File: config.mk
export PLATFORM = sky130hd
export DESIGN_NAME = io_walker_seq
export DESIGN_NICKNAME = d
export VERILOG_FILES = /design/src/rtl/io_walker_seq.sv
export SDC_FILE = /design/constraint.sdc
export NUM_CORES = 1
export LEC_CHECK = 0
export BUFFER_PORTS_ARGS = -buffer_cell sky130_fd_sc_hd__buf_2
export CAP_MARGIN = 5
export CORE_ASPECT_RATIO = 2
export CORE_UTILIZATION = 60
export DETAILED_ROUTE_END_ITERATION = 10
export PLACE_DENSITY = 0.85
export REMOVE_ABC_BUFFERS = 1
export SYNTH_ARGS = -nofsm -noshare
export SYNTH_HDL_FRONTEND = slang
export SYNTH_SLANG_ARGS = --single-unit
File: constraint.sdc
create_clock -name clk_i -period 4.7 [get_ports clk_i]
set_input_delay 0 -clock clk_i [delete_from_list [all_inputs] [get_ports clk_i]]
set_output_delay 0 -clock clk_i [all_outputs]
set_load 0.03 [all_outputs]
File: src/rtl/io_walker_seq.sv
// Walks a one-hot / one-cold pattern across the pins under test, samples the
// looped-back pins after a settle delay and keeps pass/fail and first-error status.
module io_walker_seq #(
    parameter int NUM_PINS      = 8,
    parameter int SETTLE_CYCLES = 4,
    parameter int ERR_W         = 16
) (
    input  logic                        clk_i,
    input  logic                        reset_i,
    input  logic                        start_i,
    input  logic                        mode_i,
    input  logic                        loop_i,
    output logic [NUM_PINS-1:0]         test_pins,
    input  logic [NUM_PINS-1:0]         result_pins,
    output logic                        busy_o,
    output logic                        done_o,
    output logic                        pass_o,
    output logic                        error_o,
    output logic [ERR_W-1:0]            err_count_o,
    output logic [$clog2(NUM_PINS)-1:0] first_err_idx_o,
    output logic [NUM_PINS-1:0]         first_err_mask_o
);

    localparam int IDX_W = $clog2(NUM_PINS);
    localparam int CNT_W = (SETTLE_CYCLES > 1) ? $clog2(SETTLE_CYCLES) : 1;
    localparam logic [IDX_W-1:0] LAST_IDX = IDX_W'(NUM_PINS - 1);
    localparam logic [CNT_W-1:0] LAST_CNT = CNT_W'(SETTLE_CYCLES - 1);

    typedef enum logic [1:0] {
        S_IDLE,
        S_DRIVE,
        S_SAMPLE,
        S_DONE
    } state_t;

    state_t                state_q, state_d;
    logic [IDX_W-1:0]      idx_q, idx_d;
    logic [CNT_W-1:0]      cnt_q, cnt_d;
    logic                  mode_q, mode_d;
    logic [NUM_PINS-1:0]   pins_q, pins_d;
    logic                  error_q, error_d;
    logic [ERR_W-1:0]      err_count_q, err_count_d;
    logic [IDX_W-1:0]      first_idx_q, first_idx_d;
    logic [NUM_PINS-1:0]   first_mask_q, first_mask_d;
    logic                  pass_fail_q, pass_fail_d;
    logic [NUM_PINS-1:0]   mismatch;

    function automatic logic [NUM_PINS-1:0] pattern(input logic [IDX_W-1:0] k,
                                                     input logic            m);
        logic [NUM_PINS-1:0] one_hot;
        one_hot = NUM_PINS'(1) << k;
        return m ? ~one_hot : one_hot;
    endfunction

    assign mismatch = result_pins ^ pattern(idx_q, mode_q);

    always_comb begin
        state_d      = state_q;
        idx_d        = idx_q;
        cnt_d        = cnt_q;
        mode_d       = mode_q;
        error_d      = error_q;
        err_count_d  = err_count_q;
        first_idx_d  = first_idx_q;
        first_mask_d = first_mask_q;
        pass_fail_d  = pass_fail_q;

        case (state_q)
            S_IDLE: begin
                if (start_i) begin
                    mode_d       = mode_i;
                    error_d      = 1'b0;
                    err_count_d  = '0;
                    first_idx_d  = '0;
                    first_mask_d = '0;
                    idx_d        = '0;
                    cnt_d        = '0;
                    pass_fail_d  = 1'b0;
                    state_d      = S_DRIVE;
                end
            end
            S_DRIVE: begin
                if (cnt_q == LAST_CNT) begin
                    cnt_d   = '0;
                    state_d = S_SAMPLE;
                end else begin
                    cnt_d = cnt_q + CNT_W'(1);
                end
            end
            S_SAMPLE: begin
                if (|mismatch) begin
                    pass_fail_d = 1'b1;
                    error_d     = 1'b1;
                    if (err_count_q != '1) begin
                        err_count_d = err_count_q + ERR_W'(1);
                    end
                    // The sticky error flag doubles as "a failure was already recorded".
                    if (!error_q) begin
                        first_idx_d  = idx_q;
                        first_mask_d = mismatch;
                    end
                end
                if (idx_q == LAST_IDX) begin
                    idx_d   = '0;
                    state_d = S_DONE;
                end else begin
                    idx_d   = idx_q + IDX_W'(1);
                    state_d = S_DRIVE;
                end
            end
            S_DONE: begin
                pass_fail_d = 1'b0;
                state_d     = loop_i ? S_DRIVE : S_IDLE;
            end
            default: state_d = S_IDLE;
        endcase

        // Drive pattern is registered, so it is derived from the next step/state.
        if (state_d == S_DRIVE || state_d == S_SAMPLE) begin
            pins_d = pattern(idx_d, mode_d);
        end else begin
            pins_d = '0;
        end
    end

    always_ff @(posedge clk_i) begin
        if (reset_i) begin
            state_q      <= S_IDLE;
            idx_q        <= '0;
            cnt_q        <= '0;
            mode_q       <= 1'b0;
            pins_q       <= '0;
            error_q      <= 1'b0;
            err_count_q  <= '0;
            first_idx_q  <= '0;
            first_mask_q <= '0;
            pass_fail_q  <= 1'b0;
        end else begin
            state_q      <= state_d;
            idx_q        <= idx_d;
            cnt_q        <= cnt_d;
            mode_q       <= mode_d;
            pins_q       <= pins_d;
            error_q      <= error_d;
            err_count_q  <= err_count_d;
            first_idx_q  <= first_idx_d;
            first_mask_q <= first_mask_d;
            pass_fail_q  <= pass_fail_d;
        end
    end

    assign test_pins        = pins_q;
    assign busy_o           = (state_q == S_DRIVE) || (state_q == S_SAMPLE);
    assign done_o           = (state_q == S_DONE);
    assign pass_o           = (state_q == S_DONE) && !pass_fail_q;
    assign error_o          = error_q;
    assign err_count_o      = err_count_q;
    assign first_err_idx_o  = first_idx_q;
    assign first_err_mask_o = first_mask_q;

endmodule

Yosys cells after proc, flatten, opt, wreduce, memory -nomap -nowiden --
Cells that the tools add are included.
Storage, ports and cells: flip-flop bits (word level) 45, input bits 13, output and inout bits 39
Operators by class: add/subtract/negate cells 3, eq/ne operators 12, shifts and indexed selects 2, multiplexer cells 31, bitwise logic cells 4, reduce and logical (&&, ||, !) cells 15
Operator list (count):
- 16-bit 2-to-1 mux | 3
- 8-bit 2-to-1 mux | 5
- 16-bit case mux with 2 select lines | 1
- 16-bit by 1-bit adder with 16-bit output, second input constant | 1
- 16-bit != test, second input constant | 1
- 8-bit inverter | 2
- 8-bit case mux with 2 select lines | 1
- 1-bit by 3-bit << shifter with 8-bit output, first input constant | 2
- 3-bit 2-to-1 mux | 5
- 3-bit case mux with 2 select lines | 2
- 2-bit 2-to-1 mux | 5
- 2-bit == test, second input constant | 4
- 2-bit != test, second input constant | 4
- 2-bit case mux with 4 select lines | 1
- 4-bit AND reduction | 2
- 8-bit OR reduction | 1
- 8-bit XOR | 1
- 3-bit AND reduction | 2
- 1-bit 2-to-1 mux | 5
- 2-bit by 1-bit == test with 1-bit output, second input constant | 2
- 2-bit case mux with 2 select lines | 1
- 2-bit nonzero test | 2
- 3-bit by 1-bit adder with 3-bit output, second input constant | 1
- 3-bit == test, second input constant | 1
- 11 further kinds | 12

Depth between registers and ports, before layout --
depth after elaboration 7, depth in mapped cells 10, mapped depth without buffers 8

Least setup slack after synthesis --
OpenSTA, ideal clock, no wires.
path kind flip-flop to flip-flop, start reg err_count_q[0], in the netlist err_count_o[0], end reg err_count_q[3], in the netlist err_count_o[3], setup time 106 ps, arrival time 2199 ps, data required time 4594 ps, setup slack 2395 ps, stages on the path, launching flop included 9, buffers on the path 1, period minus slack after synthesis 2305 ps, path through dfxtp_1 ha_1 nand3_1 nor4_1 nand3_1 o21ai_0 buf_4 nor2_1 o311ai_0
On the way: longest elaborated chain between the ends 4, elaborated cells between the ends (all ways) 7
RTL lines:
- start: declaration | line 42 | logic [ERR_W-1:0] err_count_q, err_count_d;
- start signal: assignment | line 145 | err_count_q <= err_count_d;
- 16-bit by 1-bit adder with 16-bit output | line 95 | err_count_d = err_count_q + ERR_W'(1);
- 16-bit 2-to-1 mux | line 94 | if (err_count_q != '1) begin
- 16-bit 2-to-1 mux | line 91 | if (|mismatch) begin
- 16-bit case mux with 2 select lines | line 68 | case (state_q)
Parallel ways exist; a longest one is shown, timed or not. The select of a mux whose other input is x is not followed. A chain may end at the register's enable or synchronous reset.

Worst setup path after layout --
start reg idx_q[2], end reg err_count_q[6], in the netlist err_count_o[6]
On the way: longest elaborated chain between the ends 7
RTL lines:
- start: declaration | line 37 | logic [IDX_W-1:0] idx_q, idx_d;
- start signal: assignment | line 140 | idx_q <= idx_d;
- 1-bit by 3-bit << shifter with 8-bit output * | line 51 | one_hot = NUM_PINS'(1) << k;
- 8-bit inverter | line 52 | return m ? ~one_hot : one_hot;
- 8-bit 2-to-1 mux * | line 52
- 8-bit XOR * | line 55 | assign mismatch = result_pins ^ pattern(idx_q, mode_q);
- 8-bit OR reduction * | line 91
- 2-bit != test (no line) *
- 4-bit AND reduction (no line) *
Mark *: on every way between the ends. The rest lies on a longest branch, timed or not.

==> impl_metrics.env <==
export IMPL_status="completed"
export IMPL_stdcell_count=441
export IMPL_finalWirelength_mm=6.77
export IMPL_synth_largest_area_cell="dfxtp_1"
export IMPL_root_buffer="clkbuf_8"
export IMPL_max_stage_delay_ns=0.59
export IMPL_path_cells="inv_1, ha_1, xor2_1, nor3_1, and3_1, o2111a_4, nor2_1, o311ai_0"
export IMPL_antenna_found_initial=0
export IMPL_routedWlPerCell_um=15.4
export IMPL_post_cts_buffers=0
export IMPL_path_clk_slew_ns=0.09
export IMPL_placed_cells=433
export IMPL_clock_sinks=45
export IMPL_port_buffers=51
export IMPL_ir_worst_vdd_v=0.000281
export IMPL_dr_pass1_iters=4
export IMPL_cts_buffers=5
export IMPL_p_leak_uw=0.00127
export IMPL_antennaDiodeCount=0
export IMPL_path_buf_inv=1
export IMPL_cap_violations=0
export IMPL_dp_final_hpwl_mm=4.79
export IMPL_met2_length_mm=3.78
export IMPL_start_util=0.636
export IMPL_synth_area_leaders="dfxtp_1 32%, ha_1 5.4%, nand3_1 4.5%"
export IMPL_synth_top_area_frac=0.323
export IMPL_yosysSeqAreaShare=0.323
export IMPL_reg2reg_slack_ns=1.97
export IMPL_io_pins=52
export IMPL_hold_buffers=0
export IMPL_htree_levels=2
export IMPL_yosysMostFrequentCell="dfxtp_1"
export IMPL_slew_violations=0
export IMPL_routed_via_density=6.11
export IMPL_ys_ff_latch=45
export IMPL_rsz0062_at_grt="no"
export IMPL_route_vias_total=2695
export IMPL_hold_end="state_q[1]"
export IMPL_synth_cell_types=48
export IMPL_power_density_nw_per_um2=255
export IMPL_drc=0
export IMPL_path_class="reg -> reg"
export IMPL_insertion_delay_ns=0.31
export IMPL_die_y_um=98.4
export IMPL_postSynthAreaPerCell_um2=8.01
export IMPL_arrival_ns=2.87
export IMPL_netlist_instances=348
export IMPL_fin_crit_ns=2.73
export IMPL_drive_above_1_share=0.176
export IMPL_synth_edf_count=0
export IMPL_cp_required_ns=4.84
export IMPL_crit_fanout=27
export IMPL_totalPowerFinal_uw=790
export IMPL_post_place_ws_ns=2.02
export IMPL_die_x_um=50.2
export IMPL_worstMarginPinSlew_ns=1.06
export IMPL_coreArea_um2=4380
export IMPL_syn_to_final_growth_pct=11.3
export IMPL_grt_pass1_wl_mm=11.2
export IMPL_ant_nets=0
export IMPL_final_nets=411
export IMPL_hp_class="in -> reg"
export IMPL_die_area_um2=4940
export IMPL_crit_family="simple AND/OR/NAND/NOR gates"
export IMPL_period_share=0.581
export IMPL_clock_skew_ns=0.0156
export IMPL_rr_startpoint="idx_q[2]"
export IMPL_cts_path_max_buffers=2
export IMPL_r2r_end="err_count_o[6]"
export IMPL_start_kind="register"
export IMPL_worstRegToRegCells=8
export IMPL_dominantRegCellSynth="dfxtp_1"
export IMPL_yosys_warnings=0
export IMPL_rows=34
export IMPL_route_met3_wl_um=314
export IMPL_ys_top_cells_by_count="45 x dfxtp_1, 29 x nor2_1, 25 x nand3_1, 25 x o21ai_0, 23 x nand2_1"
export IMPL_grt_max_degree=57
export IMPL_min_delay_start="start_i"
export IMPL_relSlewSlack=0.275
export IMPL_setup_violations=0
export IMPL_crit_slowest_cell="dfxtp_1"
export IMPL_async_flop_share=0
export IMPL_wl_met1_mm=2.54
export IMPL_min_path_cells=4
export IMPL_fmax_mhz=366
export IMPL_setup_ws_ns=1.97
export IMPL_synthesis_area_um2=2790
export IMPL_place_congestion=0.858
export IMPL_hold_viol_final=0
export IMPL_tns_ns=0
export IMPL_crit_path_end_kind="register"
export IMPL_top_layer_used="met4"
export IMPL_track_usage=0.288
export IMPL_post_cts_resized=0
export IMPL_cts_tree="done"
export IMPL_utilization=0.708
export IMPL_grt_pass1_vias=2590
export IMPL_grt_overflow=0
export IMPL_drt_iter0_markers=106
==> cells in the final DEF, fill, tap and decap left out, types with 4 or more instances in the layout <==
cell type / n
clkbuf_8: 5
and3_1: 5
mux2i_1: 4
a21oi_1: 14
o311ai_0: 6
o21ai_0: 25
buf_2: 51
nand3b_1: 4
nor4_1: 7
nand2_1: 23
a22o_1: 7
nand4_1: 8
xor2_1: 13
buf_4: 4
nand4b_1: 7
a31oi_1: 9
nor2b_1: 10
xnor2_1: 14
inv_1: 13
ha_1: 12
nor2_1: 29
nor3_1: 14
dfxtp_1: 45
nand3_1: 25
==> worst register-to-register path, cell delays in order, from the launching register on <==
cell	delay [ns]
dfxtp_1	0.59
inv_1	0.12
ha_1	0.22
xor2_1	0.26
nor3_1	0.08
and3_1	0.23
o2111a_4	0.40
nor2_1	0.46
o311ai_0	0.21
==> metal layers <==
metal | track usage | vias to the layer above
li1 | - | 1329
met1 | 0.292 | 1274
met2 | 0.534 | 81
met3 | 0.0405 | 11
met4 | 0.156 | 0
met5 | 0 | -
==> kinds of logic after synthesis <==
family | synth area share
flip-flops | 0.323
adder cells (fa/ha/maj) | 0.0539
buffers and inverters | 0.0624
AO/OA/AOI/OAI | 0.176
XOR/XNOR | 0.0849
AND/OR/NAND/NOR | 0.277
multiplexers | 0.0225
==> state kept, by name (all words and copies together), names as in the netlist <==
name,cells
error_o,1
err_count_o,16
mode_q,1
pass_fail_q,1
idx_q,3
state_q,2
test_pins,8
first_err_mask_o,8
first_err_idx_o,3
cnt_q,2
==> through the flow <==
step                      instance area, um^2  hold WS (ns)
final                                    3100         0.107
after global routing                     3100         0.158
after CTS                                3100         0.100
after detailed placement                 3010         0.420
after global placement                   3010         0.422
after floorplan                          2660        0.0691
==> cell type report <==
cell class | count | area [um^2]
Clock inverter | 3 | 17.5
Tap cell | 54 | 67.6
Fill cell | 370 | 1280
Multi-Input combinational cell | 266 | 1710
Timing Repair Buffer | 55 | 285
Clock buffer | 5 | 68.8
Inverter | 13 | 48.8
Sequential cell | 45 | 901
==> worst max path at each step <==
stage                     startpoint             end  slack, ns  depth (start not counted)
after detailed placement    idx_q[2]  err_count_o[6]       2.02                          8
after CTS                   idx_q[2]  err_count_o[6]       2.01                          8
after global routing        idx_q[2]  err_count_o[4]       1.79                          8
after floorplan           state_q[0]  err_count_o[2]       1.70                          7
final                       idx_q[2]  err_count_o[6]       1.97                          8
after global placement      idx_q[2]  err_count_o[4]       2.16                          8
==> report_power, final <==
group	total [uW]	internal (uW)	leakage (uW)	switching, uW
logic	147	52.8	0.000859	94.5
clock network	244	103	0.0000439	141
registers	399	391	0.000364	7.64
total	790	547	0.00127	243
No activity file was read; power rests on OpenSTA's default activity.
